===== src/rtl/dcache_controller.sv =====
// dcache_controller
//   Direct-mapped, write-back data cache: 8 blocks x 4 bytes, 3-bit tags.
//   Address split: tag = ADDRESS[7:5], index = ADDRESS[4:2], offset = ADDRESS[1:0].
//   Hits resolve combinationally. A miss stalls the CPU (BUSYWAIT) while the
//   controller writes back a dirty victim, fetches the block and refills it.
//
// Ports
//   CLK, RESETN            clock, asynchronous active-low reset
//   READ, WRITE            CPU load/store request (WRITE wins if both high)
//   ADDRESS, WRITEDATA     CPU byte address / store byte
//   READDATA, BUSYWAIT     load byte / CPU stall
//   MEM_READ, MEM_WRITE    block fetch / write-back strobes
//   MEM_ADDRESS            block address {tag,index}
//   MEM_WRITEDATA          write-back block (byte 0 in [7:0])
//   MEM_READDATA           fetched block (byte 0 in [7:0])
//   MEM_BUSYWAIT           memory busy
//   HIT_COUNT, MISS_COUNT  saturating statistics counters
//
// Build option
//   CACHE_STATS_EN  when defined, builds the hit/miss counters; otherwise
//                   HIT_COUNT and MISS_COUNT are tied to zero.
module dcache_controller (
    input  logic        CLK,
    input  logic        RESETN,
    input  logic        READ,
    input  logic        WRITE,
    input  logic [7:0]  ADDRESS,
    input  logic [7:0]  WRITEDATA,
    output logic [7:0]  READDATA,
    output logic        BUSYWAIT,
    output logic        MEM_READ,
    output logic        MEM_WRITE,
    output logic [5:0]  MEM_ADDRESS,
    output logic [31:0] MEM_WRITEDATA,
    input  logic [31:0] MEM_READDATA,
    input  logic        MEM_BUSYWAIT,
    output logic [7:0]  HIT_COUNT,
    output logic [7:0]  MISS_COUNT
);

    typedef enum logic [1:0] {IDLE, WRITEBACK, FETCH, UPDATE} state_t;

    state_t      state_q, state_d;
    logic        first_q, first_d;    // first cycle of WRITEBACK/FETCH
    logic        refill_q, refill_d;  // IDLE cycle right after UPDATE
    logic [7:0]  valid_q, dirty_q;
    logic [2:0]  tag_q  [8];
    logic [31:0] data_q [8];

    logic [2:0]  a_tag, a_idx;
    logic [1:0]  a_off;
    logic        req, hit, mem_done;
    logic        wr_hit, hit_evt, miss_evt;

    assign a_tag = ADDRESS[7:5];
    assign a_idx = ADDRESS[4:2];
    assign a_off = ADDRESS[1:0];
    assign req   = READ | WRITE;
    assign hit   = valid_q[a_idx] && (tag_q[a_idx] == a_tag);

    // Busy is ignored in the entry cycle so a memory that raises busy one
    // cycle late is not mistaken for an instant completion.
    assign mem_done = !first_q && !MEM_BUSYWAIT;

    always_comb begin
        state_d       = state_q;
        first_d       = 1'b0;
        refill_d      = 1'b0;
        BUSYWAIT      = 1'b0;
        MEM_READ      = 1'b0;
        MEM_WRITE     = 1'b0;
        MEM_ADDRESS   = '0;
        MEM_WRITEDATA = '0;
        READDATA      = '0;
        wr_hit        = 1'b0;
        hit_evt       = 1'b0;
        miss_evt      = 1'b0;
        case (state_q)
            IDLE: begin
                if (req) begin
                    if (hit) begin
                        // The re-evaluation after a refill is the tail of a
                        // miss, not a fresh hit.
                        hit_evt = !refill_q;
                        if (WRITE) wr_hit = 1'b1;
                        else       READDATA = data_q[a_idx][{a_off, 3'b000} +: 8];
                    end else begin
                        BUSYWAIT = 1'b1;
                        miss_evt = 1'b1;
                        first_d  = 1'b1;
                        state_d  = (valid_q[a_idx] && dirty_q[a_idx]) ? WRITEBACK : FETCH;
                    end
                end
            end
            WRITEBACK: begin
                BUSYWAIT      = 1'b1;
                MEM_WRITE     = 1'b1;
                MEM_ADDRESS   = {tag_q[a_idx], a_idx};
                MEM_WRITEDATA = data_q[a_idx];
                if (mem_done) begin
                    state_d = FETCH;
                    first_d = 1'b1;
                end
            end
            FETCH: begin
                BUSYWAIT    = 1'b1;
                MEM_READ    = 1'b1;
                MEM_ADDRESS = ADDRESS[7:2];
                if (mem_done) state_d = UPDATE;
            end
            UPDATE: begin
                BUSYWAIT = 1'b1;
                refill_d = 1'b1;
                state_d  = IDLE;
            end
            default: state_d = IDLE;
        endcase
    end

    always_ff @(posedge CLK or negedge RESETN) begin
        if (!RESETN) begin
            state_q  <= IDLE;
            first_q  <= 1'b0;
            refill_q <= 1'b0;
        end else begin
            state_q  <= state_d;
            first_q  <= first_d;
            refill_q <= refill_d;
        end
    end

    always_ff @(posedge CLK or negedge RESETN) begin
        if (!RESETN) begin
            valid_q <= '0;
            dirty_q <= '0;
            for (int i = 0; i < 8; i++) begin
                tag_q[i]  <= '0;
                data_q[i] <= '0;
            end
        end else if (wr_hit) begin
            data_q[a_idx][{a_off, 3'b000} +: 8] <= WRITEDATA;
            dirty_q[a_idx]                      <= 1'b1;
        end else if (state_q == UPDATE) begin
            data_q[a_idx]  <= MEM_READDATA;
            tag_q[a_idx]   <= a_tag;
            valid_q[a_idx] <= 1'b1;
            dirty_q[a_idx] <= 1'b0;
        end
    end

`ifdef CACHE_STATS_EN
    logic [7:0] hit_cnt_q, miss_cnt_q;

    always_ff @(posedge CLK or negedge RESETN) begin
        if (!RESETN) begin
            hit_cnt_q  <= '0;
            miss_cnt_q <= '0;
        end else begin
            if (hit_evt && hit_cnt_q != 8'hFF)   hit_cnt_q  <= hit_cnt_q + 8'd1;
            if (miss_evt && miss_cnt_q != 8'hFF) miss_cnt_q <= miss_cnt_q + 8'd1;
        end
    end

    assign HIT_COUNT  = hit_cnt_q;
    assign MISS_COUNT = miss_cnt_q;
`else
    logic unused_stats;
    assign unused_stats = hit_evt ^ miss_evt;
    assign HIT_COUNT    = '0;
    assign MISS_COUNT   = '0;
`endif

endmodule


===== config.mk =====
export PLATFORM = sky130hd
export DESIGN_NAME = dcache_controller
export DESIGN_NICKNAME = d
export VERILOG_FILES = /design/src/rtl/dcache_controller.sv
export SDC_FILE = /design/constraint.sdc
export NUM_CORES = 1
export LEC_CHECK = 0
export CAP_MARGIN = 20
export CORE_ASPECT_RATIO = 1.2
export CORE_MARGIN = 5
export CORE_UTILIZATION = 53
export DETAILED_ROUTE_END_ITERATION = 8
export PLACE_DENSITY = 0.75
export SLEW_MARGIN = 20
export SYNTH_ARGS = -nofsm -noshare
export SYNTH_HDL_FRONTEND = slang
export SYNTH_SLANG_ARGS = --single-unit

===== constraint.sdc =====
create_clock -name CLK -period 6.4 [get_ports CLK]
set_input_delay 1.28 -clock CLK [delete_from_list [all_inputs] [get_ports CLK]]
set_output_delay 1.28 -clock CLK [all_outputs]
set_load 0.01 [all_outputs]

Yosys cells after proc, flatten, opt, wreduce, memory -nomap -nowiden. Index checks and enable logic that the tools add are counted. W data, S select, Z words.

Bits in registers: 299. Latch bits: 0. Memory bits (writable): 0. ROM bits: 0. Input port bits: 53. Output and inout bits: 65. Word-level logic and storage cells: 103. Memories kept: 0.

Add/subtract/negate cells: 1. Multipliers: 0. Div/mod/pow operators: 0. $lt $le $gt $ge: 4. Eq/ne operators: 8. Shift-type cells: 3. Muxes and demuxes: 48. Bitwise logic cells: 7. Reduce and logical (&&, ||, !) cells: 12.

Operators with widths (count): $bwmux W256 (2); $mux W256 (2); $demux W32 S3 (2); $mux W32 (5); $bmux W32 S3 (1); $mux W8 (6); $shift A8 B7 Y32 const A (1); $shiftx A32 B6 Y8 (1); $shiftx A8 B7 Y32 (1); $bwmux W24 (1); $or A8 B8 Y8 (2); $mux W1 (12); $pmux W6 S2 (1); $mux W2 (5); $bmux W3 S3 (1); $demux W3 S3 (1); $mux W3 (3); $and A8 B8 Y8 (1); $ne A2 B2 Y1 const B (4); $not A8 Y8 (1); $pmux W2 S4 (1); $neg A5 Y7 (1); $bmux W1 S3 (2); $logic_and A1 B1 Y1 (5); 18 further kinds (21).

Longest topological paths before layout.
Word-level depth: 11. Mapped depth: 12. Gate-level depth less buffers: 7.

Worst setup path after synthesis. OpenSTA, ideal clock, no wires.

Kind: input to output. Start: input port ADDRESS[2]. End: output port READDATA[0]. Arrival: 3.570 ns. Data required time: 5.120 ns. Setup slack: 1.550 ns. Stages on the path: 10. Path buffers: 3. Cells stage by stage: buf_2 buf_2 mux2_2 o22ai_1 nor3_1 nor3_4 nand3_1 or4b_1 clkbuf_1 nor2_1.

Cells in the longest elaborated chain, start to end: 9. Elaborated cells between the ends (all ways): 16. Those cells by class: 1 x eq/ne; 1 x shift; 12 x mux; 1 x bitwise; 1 x reduce/logical.

RTL lines: start: declaration (line 27) `input logic [7:0] ADDRESS,`; $not A3 Y4 (implied by the code) (line 59, 86); $bmux W32 S3 / $bmux W3 S3 (equally long branches) (line 86, 59); $mux W32 (implied by the code) / $mux W3 (equally long branches) (2 in series) (line 86, 59); $shiftx A32 B6 Y8 / $eq A3 B3 Y1 (equally long branches) (line 86, 59); $mux W8 / $logic_and A1 B1 Y1 (equally long branches) (line 85, 59); $mux W8 * (line 81) `if (hit) begin`; $mux W8 * (line 80) `if (req) begin`; $mux W8 * (line 78) `case (state_q)`; end: declaration (line 29) `output logic [7:0] READDATA,`.

Every way passes the cells marked *; elsewhere a longest branch is shown, timed or not. The select of a mux whose other input is x is not followed.

Worst setup path in the final report.
Start: input port ADDRESS[2]. End: output port READDATA[3].

Same word-level chain as after synthesis.

==> reports/summary.txt <==
Status: completed
Critical Path Sink: READDATA[3]
Area growth, synth to finish: 16.0%
Commonest non-fill, non-tap cells in the layout: 299 x dfrtp_1, 133 x a22oi_1, 130 x nand3_1, 130 x o31ai_1, 100 x clkdlybuf4s50_1
Final setup fails: 0
Ys flop type: dfrtp_1
H-tree lvl count: 1
Nets: 1467
Post-route DRC: 0
Die H: 196 um
Drt total wl: 52.6 mm
WS Path Type: input port to primary output
Final Skew: 0.00747 ns
Die area: 0.0324 mm^2
CP max FO: 22
CP peak stage delay: 0.59 ns
Syn_area_per_cell: 11.3 um^2
Commonest non-fill, non-tap cell in the layout: dfrtp_1
Worst-skew pair later-pin latency: 0.56 ns
PD cells: 425 mW/mm^2
Rel. slew slack: 25.5%
Fmax: 161 MHz
Critical path data required time: 5.12 ns
Critical Path Source: ADDRESS[2]
Number of max-cap violations: 0
Post-synth top area share: 48.9%
Synth area leaders: dfrtp_1 49%, a22oi_1 6.5%, o31ai_1 6.4%, o2bb2ai_2 5.5%, nand3_1 4.3%
Pleak: 0.00698 uW
Initial core utilization: 53.4%
Synthesized instance count: 1358
FP Rows: 68
Final hold viol count: 0
Vias per cell: 7.06
I/O pin count: 118
Starting DRC count in detailed routing: 1636
Clock Pin Slew Worst Setup and Hold Paths: 0.06 ns
Internal power: 5000 uW
Total CTS buffers: 31
Fillers: 2245
Synth area leader: dfrtp_1
DRT antenna net count: 0
Share of the yosys chip area belonging to registers: 48.9%
Final Max Tran Viols: 0
CTS tree: yes
Ys async rst share: 100%
Yosys reg bits: 299
Gate power share: 31.3%
Postcts setup bufs: 0
Final critical-path share of the clock period: 97.1%
Crit path DAT: 4.93 ns
Wirelength per Cell: 29.0 um
Multi-input gate area: 0.00720 mm^2
Flop pwr share: 43.6%
Worst Setup End Kind: primary output
Final Worst Setup Slack: 0.186 ns
P_sw: 2530 uW
Warnings, synthesis: 0
Mapped Area: 0.0153 mm^2
Die W: 165 um
Port Buf Inserts: 101
Initial antenna violation count: 0
Clk buf depth: 3
Pin count of the biggest net entering global routing: 140
Crit path time final: 6.21 ns
First-pass GRT wire length: 79.0 mm
Total number of vias: 12.8k
Vias in the first global route: 12.8k
Hpwl dp: 31.8 mm
Final hold slack: 0.442 ns
Flop-to-flop setup slack: 2.85 ns
Yosys cell types: 57
Global route overflow: 0
Setup TNS: 0 ns
Worst reg2reg path depth: 9
Clock network fraction of design power: 25.1%
Worst-Margin Slew: 1.11 ns
CP Launch Type: input port
FF/Latch Area: 0.00748 mm^2
Crit-path slowest cell: clkdlybuf4s50_1
Root Buffer: clkbuf_16
CTS Sinks: 299
Hold crit path type: register to register
CORE AREA: 0.0287 mm^2
R2r startpoint: tag_q[16]
First-pass DRT Iterations: 7
RSZ-0062 raised after global routing: no
Power, Total: 7540 uW
Peak supply drop: 0.285 mV
Gp weighted congestion: 0.936
Pre-CTS worst setup slack: 0.266 ns
Gr usage total: 32.0%
CTS Hold Bufs: 0
Switching part of the total: 33.6%
Share of post-route cells with drive strength above 1: 16.3%
CP Cell Sequence: clkdlybuf4s50_1, buf_4, clkinv_1, nor2_4, buf_4, a22oi_1, and4_1, mux4_2, nor2_1, clkdlybuf4s50_1
Reg-to-reg endpoint: data_q[184]
Post_cts resized: 0
Post-synth EDFFs: 0
## metal layers
metal | global-route usage, % | part of all wire [%] | vias up | routed length (um)
li1 | - | - | 5292 | -
met1 | 43.7 | 37 | 6302 | 19300
met5 | 0 | 0 | - | 0
met3 | 8.09 | 13 | 211 | 7000
met4 | 14.9 | 5.6 | 0 | 2940
met2 | 48.0 | 44 | 1006 | 23300
## worst max-delay path, delay by kind of cell
| family | cells | cell delay (ns) |
|---|---|---|
| AOI/OAI and AO/OA | 1 | 0.09 |
| buffers and inverters | 5 | 2.15 |
| muxes | 1 | 0.47 |
| and+or+nand+nor | 3 | 0.92 |
## final cells by class
| type | count | area share [%] |
|---|---|---|
| flip-flops and latches | 299 | 42.2 |
| multi-input cells | 915 | 40.5 |
| repair buffers | 147 | 8.37 |
| clock buffers | 44 | 5.04 |
| well taps | 385 | 2.71 |
| clock inverters | 13 | 0.945 |
| inverters | 10 | 0.211 |
| diodes | 2 | 0.0282 |
## cell usage after synthesis (2+ instances only)
library cell / number
nand4_1: 17
nand2b_1: 10
o2bb2ai_1: 73
o21ai_0: 18
buf_6: 4
buf_2: 39
ha_1: 10
dfrtp_1: 299
o22ai_1: 3
a21o_1: 8
nor2b_1: 34
o2bb2ai_2: 56
mux2i_4: 11
o31ai_1: 130
nor3_1: 3
a21oi_1: 2
clkbuf_1: 76
a22oi_1: 133
nor2_1: 17
and2_1: 21
nand2_1: 88
nand3_1: 132
a21boi_0: 2
mux2i_1: 13
mux4_2: 10
mux2_4: 16
nor4bb_1: 2
o21a_1: 18
and4_1: 32
inv_2: 2
mux2_2: 19
buf_4: 18
inv_1: 7
buf_1: 12
## worst min-delay path by stage
stage	start	end	slack [ns]	cells after the start
2_1_floorplan	valid_q[5]	valid_q[5]	0.41	2
3_3_place_gp	valid_q[5]	valid_q[5]	0.42	2
3_5_place_dp	valid_q[5]	valid_q[5]	0.43	2
4_1_cts	valid_q[5]	valid_q[5]	0.45	2
5_1_grt	valid_q[4]	valid_q[4]	0.48	1
6_report	valid_q[5]	valid_q[5]	0.44	2
## metrics by stage
step           util (%)  instance area (um^2)  cells
5_1_grt            61.9                 17700   1813
4_1_cts            61.8                 17700   1812
2_1_floorplan         -                 15400   1373
6_report           61.9                 17800   1815
3_5_place_dp       58.1                 16700   1755
3_3_place_gp       58.1                 16700   1755
## flip-flops by register name, indices dropped and copies added, names as in the netlist, named ones only
name,cells
state_q,2
valid_q,8
first_q,1
tag_q,24
data_q,256
## logic make-up after synthesis
logic type	after synthesis	synth area share, %
AO/OA/AOI/OAI	452	25.4
AND/OR/NAND/NOR	366	13.0
flip-flops	299	48.9
buffers and inverters	159	4.86
multiplexers	70	7.00
adder cells (fa/ha/maj)	10	0.818
other	1	0.0245
XOR/XNOR	1	0.0573
## power groups by stage
stage / combinational (uW) / sequential (uW) / clock [uW]
after floorplan: 1690 / 3120 / 0
after global placement: 2250 / 3250 / 0
after detailed placement: 2330 / 3280 / 0
after CTS: 2330 / 3270 / 1890
after global routing: 2540 / 3370 / 1970
final: 2360 / 3280 / 1890
Note: power is estimated with default switching activity, not from simulation.
